[src/rtl/gemm_pkg.sv]
// Shared GEMM output-path definitions: datapath constants, writer states and
// the byte-enable mask helper used for partially filled SRAM words.
package gemm_pkg;

  localparam int GEMM_LANES      = 8;
  localparam int GEMM_DATA_WIDTH = 8;
  localparam int GEMM_SRAM_WIDTH = GEMM_LANES * GEMM_DATA_WIDTH;
  localparam int GEMM_WORD_BYTES = GEMM_SRAM_WIDTH / 8;
  localparam int GEMM_FILL_W     = $clog2(2 * GEMM_WORD_BYTES);

  typedef enum logic [1:0] {
    ST_IDLE  = 2'd0,
    ST_RUN   = 2'd1,
    ST_FLUSH = 2'd2,
    ST_DONE  = 2'd3
  } state_e;

  // Enables for the lowest 'fill' bytes of a word, i.e. (1 << fill) - 1.
  function automatic logic [GEMM_WORD_BYTES-1:0] be_mask(input logic [GEMM_FILL_W-1:0] fill);
    logic [GEMM_WORD_BYTES-1:0] mask;
    mask = '0;
    for (int i = 0; i < GEMM_WORD_BYTES; i++) begin
      mask[i] = (i < int'(fill));
    end
    return mask;
  endfunction

endpackage

[src/rtl/sync_fifo.sv]
// Small synchronous first-word fall-through FIFO. A push into a full FIFO is
// accepted only when a pop happens in the same cycle; otherwise it is dropped.
module sync_fifo #(
  parameter int WIDTH = 72,
  parameter int DEPTH = 4,
  localparam int PW   = $clog2(DEPTH)
) (
  input  logic             clk,
  input  logic             rst,
  input  logic             push,
  input  logic [WIDTH-1:0] push_data,
  input  logic             pop,
  output logic [WIDTH-1:0] head,
  output logic             full,
  output logic             empty,
  output logic [PW:0]      count
);

  logic [PW-1:0]    wr_ptr_q, wr_ptr_d;
  logic [PW-1:0]    rd_ptr_q, rd_ptr_d;
  logic [PW:0]      count_q, count_d;
  logic [WIDTH-1:0] mem_q [DEPTH];
  logic [WIDTH-1:0] mem_d [DEPTH];
  logic             push_ok_s, pop_ok_s;

  assign empty = (count_q == '0);
  assign full  = (count_q == (PW+1)'(DEPTH));
  assign count = count_q;
  assign head  = empty ? '0 : mem_q[rd_ptr_q];

  // Pointer, occupancy and storage updates for accepted pushes and pops.
  always_comb begin
    push_ok_s = push && (!full || pop);
    pop_ok_s  = pop && !empty;
    wr_ptr_d  = push_ok_s ? wr_ptr_q + PW'(1'b1) : wr_ptr_q;
    rd_ptr_d  = pop_ok_s ? rd_ptr_q + PW'(1'b1) : rd_ptr_q;
    mem_d     = mem_q;
    if (push_ok_s) begin
      mem_d[wr_ptr_q] = push_data;
    end else begin
      mem_d[wr_ptr_q] = mem_q[wr_ptr_q];
    end
    case ({push_ok_s, pop_ok_s})
      2'b10:   count_d = count_q + (PW+1)'(1'b1);
      2'b01:   count_d = count_q - (PW+1)'(1'b1);
      default: count_d = count_q;
    endcase
  end

  // Control state, cleared by reset.
  always_ff @(posedge clk) begin
    if (!rst) begin
      wr_ptr_q <= '0;
      rd_ptr_q <= '0;
      count_q  <= '0;
    end else begin
      wr_ptr_q <= wr_ptr_d;
      rd_ptr_q <= rd_ptr_d;
      count_q  <= count_d;
    end
  end

  // Storage needs no reset: the head is masked while the FIFO is empty.
  always_ff @(posedge clk) begin
    mem_q <= mem_d;
  end

endmodule

[src/rtl/requant_out_writer.sv]
// Packs requantized int8 result vectors into SRAM words and streams them to the
// output SRAM from a programmed base address, tracking completion by byte count.
module requant_out_writer
  import gemm_pkg::*;
#(
  parameter int LANES      = GEMM_LANES,
  parameter int DATA_WIDTH = GEMM_DATA_WIDTH,
  parameter int SRAM_WIDTH = GEMM_SRAM_WIDTH,
  parameter int ADDR_WIDTH = 18,
  parameter int CNT_WIDTH  = 24,
  parameter int FIFO_DEPTH = 4,
  localparam int LW        = $clog2(LANES + 1)
) (
  input  logic                        clk,
  input  logic                        rst,
  input  logic                        start,
  input  logic [ADDR_WIDTH-1:0]       base_addr,
  input  logic [CNT_WIDTH-1:0]        total_bytes,
  input  logic                        in_valid,
  input  logic [LANES*DATA_WIDTH-1:0] in_data,
  input  logic [LW-1:0]               in_num_lanes,
  output logic                        sram_wr_en,
  output logic [ADDR_WIDTH-1:0]       sram_wr_addr,
  output logic [SRAM_WIDTH-1:0]       sram_wr_data,
  output logic [SRAM_WIDTH/8-1:0]     sram_wr_be,
  input  logic                        sram_wr_ready,
  output logic                        busy,
  output logic                        done,
  output logic                        overflow_o,
  output logic [CNT_WIDTH-1:0]        bytes_received
);

  localparam int BYTES  = SRAM_WIDTH / 8;
  localparam int ACC_W  = 2 * SRAM_WIDTH;
  localparam int FILL_W = $clog2(2 * BYTES);
  localparam int ENT_W  = BYTES + SRAM_WIDTH;
  localparam int FCW    = $clog2(FIFO_DEPTH) + 1;

  state_e                 state_q, state_d;
  logic [CNT_WIDTH-1:0]   total_q, total_d;
  logic [CNT_WIDTH-1:0]   bytes_q, bytes_d;
  logic [ADDR_WIDTH-1:0]  addr_q, addr_d;
  logic [ACC_W-1:0]       acc_q, acc_d;
  logic [FILL_W-1:0]      fill_q, fill_d;
  logic                   overflow_q, overflow_d;
  logic                   busy_q, busy_d;
  logic                   done_q, done_d;

  logic [CNT_WIDTH-1:0]   remaining_s;
  logic [LW-1:0]          take_s;
  logic [SRAM_WIDTH-1:0]  lanes_s;
  logic [ACC_W-1:0]       merged_s;
  logic [FILL_W:0]        sum_s;
  logic                   push_s, pop_s, last_pop_s;
  logic [ENT_W-1:0]       push_word_s;
  logic [ENT_W-1:0]       head_s;
  logic                   fifo_full_s, fifo_empty_s;
  logic [FCW-1:0]         fifo_count_s;

  sync_fifo #(
    .WIDTH (ENT_W),
    .DEPTH (FIFO_DEPTH)
  ) u_fifo (
    .clk       (clk),
    .rst       (rst),
    .push      (push_s),
    .push_data (push_word_s),
    .pop       (pop_s),
    .head      (head_s),
    .full      (fifo_full_s),
    .empty     (fifo_empty_s),
    .count     (fifo_count_s)
  );

  assign pop_s          = !fifo_empty_s && sram_wr_ready;
  assign last_pop_s     = pop_s && (fifo_count_s == FCW'(1'b1));
  assign sram_wr_en     = !fifo_empty_s;
  assign sram_wr_addr   = addr_q;
  assign sram_wr_data   = head_s[SRAM_WIDTH-1:0];
  assign sram_wr_be     = head_s[ENT_W-1 -: BYTES];
  assign busy           = busy_q;
  assign done           = done_q;
  assign overflow_o     = overflow_q;
  assign bytes_received = bytes_q;

  // Clip the vector to the bytes still owed, then splice it in at the fill level.
  always_comb begin
    remaining_s = total_q - bytes_q;
    if (remaining_s < CNT_WIDTH'(in_num_lanes)) begin
      take_s = LW'(remaining_s);
    end else begin
      take_s = in_num_lanes;
    end
    lanes_s = '0;
    for (int i = 0; i < LANES; i++) begin
      lanes_s[i*DATA_WIDTH +: DATA_WIDTH] = (i < int'(take_s)) ? in_data[i*DATA_WIDTH +: DATA_WIDTH] : '0;
    end
    merged_s = acc_q | ({{SRAM_WIDTH{1'b0}}, lanes_s} << {fill_q, 3'b000});
    sum_s    = {1'b0, fill_q} + (FILL_W+1)'(take_s);
  end

  // Sequencing of a layer, word pushes into the FIFO and address/overflow tracking.
  always_comb begin
    state_d     = state_q;
    total_d     = total_q;
    bytes_d     = bytes_q;
    addr_d      = addr_q;
    acc_d       = acc_q;
    fill_d      = fill_q;
    overflow_d  = overflow_q;
    push_s      = 1'b0;
    push_word_s = '0;
    case (state_q)
      ST_IDLE: begin
        if (start) begin
          total_d    = total_bytes;
          bytes_d    = '0;
          addr_d     = base_addr;
          acc_d      = '0;
          fill_d     = '0;
          overflow_d = 1'b0;
          state_d    = (total_bytes == '0) ? ST_FLUSH : ST_RUN;
        end else begin
          state_d = ST_IDLE;
        end
      end
      ST_RUN: begin
        if (in_valid) begin
          bytes_d = bytes_q + CNT_WIDTH'(take_s);
          if (sum_s >= (FILL_W+1)'(BYTES)) begin
            push_s      = 1'b1;
            push_word_s = {{BYTES{1'b1}}, merged_s[SRAM_WIDTH-1:0]};
            acc_d       = merged_s >> SRAM_WIDTH;
            fill_d      = FILL_W'(sum_s - (FILL_W+1)'(BYTES));
          end else begin
            acc_d  = merged_s;
            fill_d = FILL_W'(sum_s);
          end
          state_d = (bytes_d == total_q) ? ST_FLUSH : ST_RUN;
        end else begin
          state_d = ST_RUN;
        end
      end
      ST_FLUSH: begin
        if (fill_q != '0) begin
          push_s      = 1'b1;
          push_word_s = {BYTES'(be_mask(fill_q)), acc_q[SRAM_WIDTH-1:0]};
          acc_d       = '0;
          fill_d      = '0;
        end else if (fifo_empty_s || last_pop_s) begin
          state_d = ST_DONE;
        end else begin
          state_d = ST_FLUSH;
        end
      end
      ST_DONE: begin
        state_d = ST_IDLE;
      end
      default: begin
        state_d = ST_IDLE;
      end
    endcase
    addr_d     = pop_s ? addr_d + ADDR_WIDTH'(1'b1) : addr_d;
    overflow_d = overflow_d | (push_s && fifo_full_s && !pop_s);
    busy_d     = (state_d != ST_IDLE);
    done_d     = (state_d == ST_DONE);
  end

  // State and output registers, cleared by the synchronous active-low reset.
  always_ff @(posedge clk) begin
    if (!rst) begin
      state_q    <= ST_IDLE;
      total_q    <= '0;
      bytes_q    <= '0;
      addr_q     <= '0;
      acc_q      <= '0;
      fill_q     <= '0;
      overflow_q <= 1'b0;
      busy_q     <= 1'b0;
      done_q     <= 1'b0;
    end else begin
      state_q    <= state_d;
      total_q    <= total_d;
      bytes_q    <= bytes_d;
      addr_q     <= addr_d;
      acc_q      <= acc_d;
      fill_q     <= fill_d;
      overflow_q <= overflow_d;
      busy_q     <= busy_d;
      done_q     <= done_d;
    end
  end

endmodule

[config.mk]
export PLATFORM = sky130hd
export DESIGN_NAME = requant_out_writer
export DESIGN_NICKNAME = d
export VERILOG_FILES = /design/src/rtl/gemm_pkg.sv /design/src/rtl/sync_fifo.sv /design/src/rtl/requant_out_writer.sv
export SDC_FILE = /design/constraint.sdc
export NUM_CORES = 1
export LEC_CHECK = 0
export CAP_MARGIN = 20
export CORE_MARGIN = 8
export CORE_UTILIZATION = 35
export DETAILED_ROUTE_END_ITERATION = 6
export SYNTH_ARGS = -nofsm -noshare
export SYNTH_HDL_FRONTEND = slang
export SYNTH_SLANG_ARGS = --single-unit
[constraint.sdc]
create_clock -name clk -period 22.2 [get_ports clk]
set_clock_uncertainty 0.15 [all_clocks]
set_input_delay 3.33 -clock clk [delete_from_list [all_inputs] [get_ports clk]]
set_output_delay 3.33 -clock clk [all_outputs]
set_load 0.02 [all_outputs]
Word level (Yosys, flattened, before mapping)
Index checks and enable logic that the tools add are counted.

Bits of input ports: 115. Register bits: 498. Output and inout bits: 118.

Magnitude comparators: 21. Bitwise operators: 4. Shift operators: 1. Equal/unequal tests: 12. Reduce and logical (&&, ||, !) cells: 23. Mux-type cells: 55. $add $sub $neg: 9.

Operator list (count): two-way mux 72 bit (9); bitwise mux 288 bit (2); two-way mux 128 bit (4); case mux 128 bit (3 select lines) (1); binary-select mux 72 bit (select 2 bit) (2); two-way mux 288 bit (1); demux 72 bit (select 2 bit) (1); case mux 72 bit (2 select lines) (1); OR 128 bit (1); left shift 64 x 7 -> 128 bit (1); two-way mux 8 bit (8); two-way mux 18 bit (3); two-way mux 24 bit (2); case mux 24 bit (2 select lines) (1); < comparator 3 x 4 -> 1 bit, first input constant (8); adder 24 x 4 -> 24 bit (1); equality test 24 bit (1); logical NOT 24 bit (1); < comparator 24 x 4 -> 1 bit (1); subtractor 24 bit (1); two-way mux 4 bit (5); adder 18 x 1 -> 18 bit, second input constant (1); < comparator 1 x 4 -> 1 bit, first input constant (4); < comparator 2 x 4 -> 1 bit, first input constant (4); 32 further kinds (61).

Longest topological paths before layout
Word-level depth: 12. Gate-level depth with buffers: 33. Mapped depth without buffers: 29.

By module
Synthesis repeated with hierarchy kept, for this count alone.

Cells, all modules: 3069. Area, all modules: 31906.9 um^2.

By module, submodules not included: sync_fifo (cells an instance 952, times used 1, seq. area each 8788.4 um^2, area each 16180.5 um^2); requant_out_writer (cells an instance 2117, times used 1, seq. area each 4063.9 um^2, area each 15726.3 um^2).

Worst setup path after synthesis
Ideal clock, no wire load.

Path kind: input port to flip-flop. From: in in_num_lanes[1]. To: reg u_fifo.count_q[2] (netlist: u_fifo.count[2]). Arrival: 8.804 ns. Cell stages on the path: 25. Data required time: 21.980 ns. Setup slack: 13.175 ns. Cells stage by stage: inv_1 > ha_1 > a21bo_2 > a21oi_1 > and4b_1 > o2111ai_1 > nor4b_4 > and4_1 > buf_4 > mux2i_1 > inv_1 > ha_1 > or2_2 > o21ai_0 > nand2_1 > and3_1 > o21ai_0 > nor2b_1 > clkbuf_1 > clkinv_1 > clkbuf_1 > clkbuf_1 > ha_1 > or3_1 > a21oi_1.

Longest elaborated chain between the ends: 10. Elaborated cells between the ends (all ways): 12. Those cells by class: add/sub (1); order compare (2); eq/ne (2); mux (5); reduce/logical (2).

Ends and longest elaborated chain: start: declaration (RTL line requant_out_writer.sv:21) `input logic [LW-1:0] in_num_lanes,`; < comparator 24 x 4 -> 1 bit (RTL line requant_out_writer.sv:89) `if (remaining_s < CNT_WIDTH'(in_num_lanes)) begin`; two-way mux 4 bit * (RTL line requant_out_writer.sv:89); adder 4 x 4 -> 5 bit * (RTL line requant_out_writer.sv:99) `sum_s = {1'b0, fill_q} + (FILL_W+1)'(take_s);`; >= comparator 5 x 4 -> 1 bit * (RTL line requant_out_writer.sv:130) `if (sum_s >= (FILL_W+1)'(BYTES)) begin`; two-way mux 1 bit * (RTL line requant_out_writer.sv:130); two-way mux 1 bit * (RTL line requant_out_writer.sv:128) `if (in_valid) begin`; case mux 1 bit (2 select lines) * (RTL line requant_out_writer.sv:113) `case (state_q)`; logical AND 1 bit * (RTL line sync_fifo.sv:33) `push_ok_s = push && (!full || pop);`; equality test 2 x 1 -> 1 bit or equality test 2 bit (tied branches) (RTL line sync_fifo.sv:43) `case ({push_ok_s, pop_ok_s})`; case mux 3 bit (2 select lines) or nonzero test 2 bit (tied branches); end signal: assignment (RTL line sync_fifo.sv:59) `count_q <= count_d;`; end: declaration (RTL line sync_fifo.sv:21) `logic [PW:0] count_q, count_d;`.

Every way passes the cells marked *; elsewhere a longest branch is shown, timed or not. A chain may end at the register's enable or synchronous reset.

==> metrics.csv <==
stage,metric,value,unit
synth,synthesized instance count,3152,
final_layout,final standard cell utilization of the core,40.9,%
final_layout,fillers,8723,
synth,number of nets in the synthesized netlist,3318,
floorplanning,I/O Pins,233,
placement,number of I/O port buffers,232,
run,max_cap viols,0,
final_layout,share of cells above drive strength 1,12.0,%
clock_tree,clock tree from TritonCTS,done,
critical_path,startpoint of the worst register-to-register path,bytes_received[0],
clock_tree,CTS buffer count,56,
global_routing,maximum number of pins on one net before global-route repair,74,
synth,Post-Syn Area per Cell,9.97,um^2
timing,share of the clock period used by the worst path after layout,47.9,%
floorplanning,width of the die,316,um
floorplanning,die area,99700,um^2
timing,count of final setup violators,0,
clock_tree,insertion delay of the later-clocked pin in the worst-skew pair,0.66,ns
routing,first drt pass iteration count,6,
critical_path,Max Fanout on Critical Path,67,
global_routing,wire length of the first global-routing pass,178000,um
synth,leading area contributor after synthesis,sky130_fd_sc_hd__edfxtp_1,
floorplanning,placement row count,110,
timing,RSZ-0062 raised after global routing,no,
critical_path,endpoint of the lowest-slack register-to-register path,u_fifo.mem_q[54],
critical_path,"logic depth of the worst path, buffers included",24,
clock_tree,number of sinks driven by the clock tree,498,
critical_path,cell at the slowest stage of the critical path,sky130_fd_sc_hd__buf_4,
final_layout,Final Instance Area,36600,um^2
timing,total negative slack,0,ns
timing,worst-case headroom to the max-slew limit,-2.64,%
synth,Post-synth EDFFs,288,
synth,Post-synth ARST share,0,%
synth,count of warnings emitted by yosys,0,
placement,Final GP Congestion,1.01,
routing,Routed Wire Length,122000,um
final_layout,"leading cell types in the layout, fill and taps excluded","sky130_fd_sc_hd__nor2_1, sky130_fd_sc_hd__edfxtp_1, sky130_fd_sc_hd__nand2_1, sky130_fd_sc_hd__and2_1, sky130_fd_sc_hd__clkdlybuf4s50_1",
pwr,Peak VDD IR,0.0620,mV
placement,detailed placer's ending HPWL,86600,um
routing,WL per Instance,27.1,um
clock_tree,H-tree depth,2,
final_layout,most common library cell in the layout ignoring fill and taps,sky130_fd_sc_hd__nor2_1,
synth,number of distinct library cells after synthesis,115,
critical_path,required time reported for the critical path endpoint,22.42,ns
clock_tree,CTS Root Cell,sky130_fd_sc_hd__clkbuf_16,
synth,Synth Flop Type,sky130_fd_sc_hd__edfxtp_1,
clock_tree,clock transition at the registers of the reported paths,0.06,ns
routing,total number of vias,27500,
final_layout,net count reported at finish,3431,
critical_path,cell-by-cell listing of the critical path,clkdlybuf4s50_1 -> inv_1 -> ha_1 -> a2111oi_0 -> and4b_1 -> o2111ai_1 -> nor4b_4 -> and4_1 -> mux2i_1 -> inv_1 -> ha_1 -> or2_2 -> o21ai_0 -> nand2_1 -> and3_1 -> o21ai_0 -> nor2b_4 -> buf_4 -> inv_2 -> buf_4 -> mux2i_1 -> inv_1 -> a211oi_1 -> nor2_1,
synth,largest cells by area after synthesis,"sky130_fd_sc_hd__edfxtp_1, sky130_fd_sc_hd__dfxtp_1, sky130_fd_sc_hd__mux4_2",
synth,combined area of all synthesized cells,31400,um^2
floorplanning,effective utilization at floorplan,35.1,%
clock_tree,CTS resizes,0,
placement,post-place instance area,34700,um^2
critical_path,Critical Path End,u_fifo.mem_q[54],
timing,Final Slew Violations,2,
global_routing,total track usage,23.6,%
final_layout,Area Overhead vs Synth,16.3,%
critical_path,nature of the critical path endpoint,flop,
clock_tree,maximum buffer depth of the clock tree,3,
timing,peak clock frequency supported by timing,0.0941,GHz
pwr,pwr dens,80.6,nW/um^2
critical_path,depth of the most critical reg-to-reg path,26,
floorplanning,Std-Cell Core Area,89500,um^2
synth,fraction of the yosys area taken by sequential cells,40.9,%
global_routing,number of antenna violations at the first check in global routing,11,
critical_path,crit path kind,primary input to flop,
hold_path,worst min-delay path class,flop to flop,
critical_path,Reg2Reg Setup Slack,13.14,ns
critical_path,cell family with most CP delay,buffers and inverters,
synth,proportion of netlist area held by the largest area contributor,27.5,%
final_layout,footprint of the multi-input gates,17300,um^2
critical_path,buffering stage count on the worst path with inverters included,7,
critical_path,Slowest Stage Delay on Critical Path,0.67,ns
critical_path,"Data arrival, critical path",10.85,ns
global_routing,overflow left after global routing,0,
status,outcome,finished with violations,
clock_tree,number of post-CTS setup repair buffers,0,
final_layout,Sequential Area,12900,um^2
routing,mean number of vias per cell,6.11,
global_routing,via count of the first global-routing pass,26400,
critical_path,CP startpoint,in_num_lanes[3],
routing,remaining antenna violation count,0,
floorplanning,die boundary height,316,um
clock_tree,cts-stage hold buffer count,0,
timing,hold violation total from the final report,0,
synth,number of flip-flops and latches in the synthesized netlist,498,
critical_path,library cell appearing most often on the critical path,sky130_fd_sc_hd__inv_1,
pwr,Pleak,12.8,nW
status,violated checks,slew limit,
critical_path,Worst setup SP type,primary input,
routing,1st-iter DRT viols,3371,
timing,transition at the pin with the smallest max-transition slack,1.54,ns
routing,number of DRC violations after detailed routing,0,
timing,final critical-path required period,10.63,ns
[tightest hold or removal path, stage by stage (launching register included)]
cell                      delay (ns)
sky130_fd_sc_hd__dfxtp_1        0.33
sky130_fd_sc_hd__nand2_1        0.04
sky130_fd_sc_hd__o21ai_0        0.06
[flip-flops by register name (all words and copies together), names as in the netlist, 3 cells and up]
signal	cells
fill_q	4
total_q	24
u_fifo.mem_q	288
u_fifo.count	3
acc_q	128
sram_wr_addr	18
bytes_received	24
[layout make-up]
cell class / count / area share [%]
repair buffers: 291 / 7.55
diodes: 4 / 0.0274
clock inverters: 27 / 0.770
flip-flops and latches: 498 / 35.2
multi-input cells: 2351 / 47.4
inverters: 67 / 0.695
well taps: 1176 / 4.02
clock buffers: 78 / 4.28
[through the flow]
step	setup slack, ns	hold slack [ns]	power, mW	instances
6_report	11.57	0.310	2.95	4492
3_5_place_dp	10.91	0.294	2.03	4380
4_1_cts	11.56	0.309	2.97	4485
5_1_grt	10.92	0.337	3.08	4488
2_1_floorplan	13.18	0.276	1.67	3152
3_3_place_gp	11.29	0.285	2.03	4380
[Yosys cell counts, types with 17 or more instances]
cell type                     n
sky130_fd_sc_hd__and3_1      17
sky130_fd_sc_hd__mux2i_1     60
sky130_fd_sc_hd__nor3b_1     19
sky130_fd_sc_hd__xor2_1      27
sky130_fd_sc_hd__nor3_1      77
sky130_fd_sc_hd__a211o_1     19
sky130_fd_sc_hd__dfxtp_1    210
sky130_fd_sc_hd__nor2_1     329
sky130_fd_sc_hd__a211oi_1    43
sky130_fd_sc_hd__edfxtp_1   288
sky130_fd_sc_hd__o2bb2ai_1   21
sky130_fd_sc_hd__mux4_2     146
sky130_fd_sc_hd__a21oi_1    192
sky130_fd_sc_hd__o21ai_0    139
sky130_fd_sc_hd__a21o_1      27
sky130_fd_sc_hd__a221oi_1    36
sky130_fd_sc_hd__inv_1       59
sky130_fd_sc_hd__nand4_1     20
sky130_fd_sc_hd__xnor2_1     42
sky130_fd_sc_hd__and2_1     263
sky130_fd_sc_hd__o221ai_1    29
sky130_fd_sc_hd__o22ai_1     35
sky130_fd_sc_hd__o211ai_1    26
sky130_fd_sc_hd__nor4_1      17
sky130_fd_sc_hd__nand2_1    271
sky130_fd_sc_hd__nand3_1     53
sky130_fd_sc_hd__clkbuf_1   173
sky130_fd_sc_hd__a22o_1      35
sky130_fd_sc_hd__buf_1       27
sky130_fd_sc_hd__a22oi_1     63
sky130_fd_sc_hd__a32o_1      22
sky130_fd_sc_hd__ha_1        48
[worst min path at each step]
stage                     startpoint         end  cells past startpoint
after global routing      acc_q[125]  acc_q[125]                      1
after detailed placement  acc_q[100]  acc_q[100]                      2
final                     acc_q[101]  acc_q[101]                      2
after CTS                 acc_q[100]  acc_q[100]                      2
after global placement    acc_q[100]  acc_q[100]                      2
after floorplan           acc_q[121]  acc_q[121]                      2
[logic make-up (layout without fill, tap and decap cells)]
| kind of cell | count (synthesis) | after routing | synth area share (%) |
|---|---|---|---|
| simple gates | 1139 | 1139 | 18.0 |
| compound gates | 873 | 873 | 19.9 |
| flops | 498 | 498 | 40.9 |
| buf+inv | 303 | 463 | 4.20 |
| mux | 219 | 219 | 13.0 |
| xor+xnor | 69 | 69 | 1.92 |
| fa+ha+maj | 51 | 51 | 2.10 |
| other cells | 0 | 4 | 0 |
[metal layers]
layer | track usage [%] | up-vias | routed length, um
met5 | 0 | - | 72
met4 | 13.0 | 12 | 7850
met3 | 4.23 | 358 | 9770
met2 | 38.5 | 1377 | 56600
met1 | 29.6 | 13500 | 47300
li1 | - | 12200 | -
[where the power goes]
part | internal [mW] | total, mW | switching (mW)
registers | 1.05 | 1.10 | 0.0480
logic | 0.407 | 0.907 | 0.500
clock network | 0.539 | 0.939 | 0.400
total | 2.00 | 2.95 | 0.947
(Power assumes the default switching activity.)
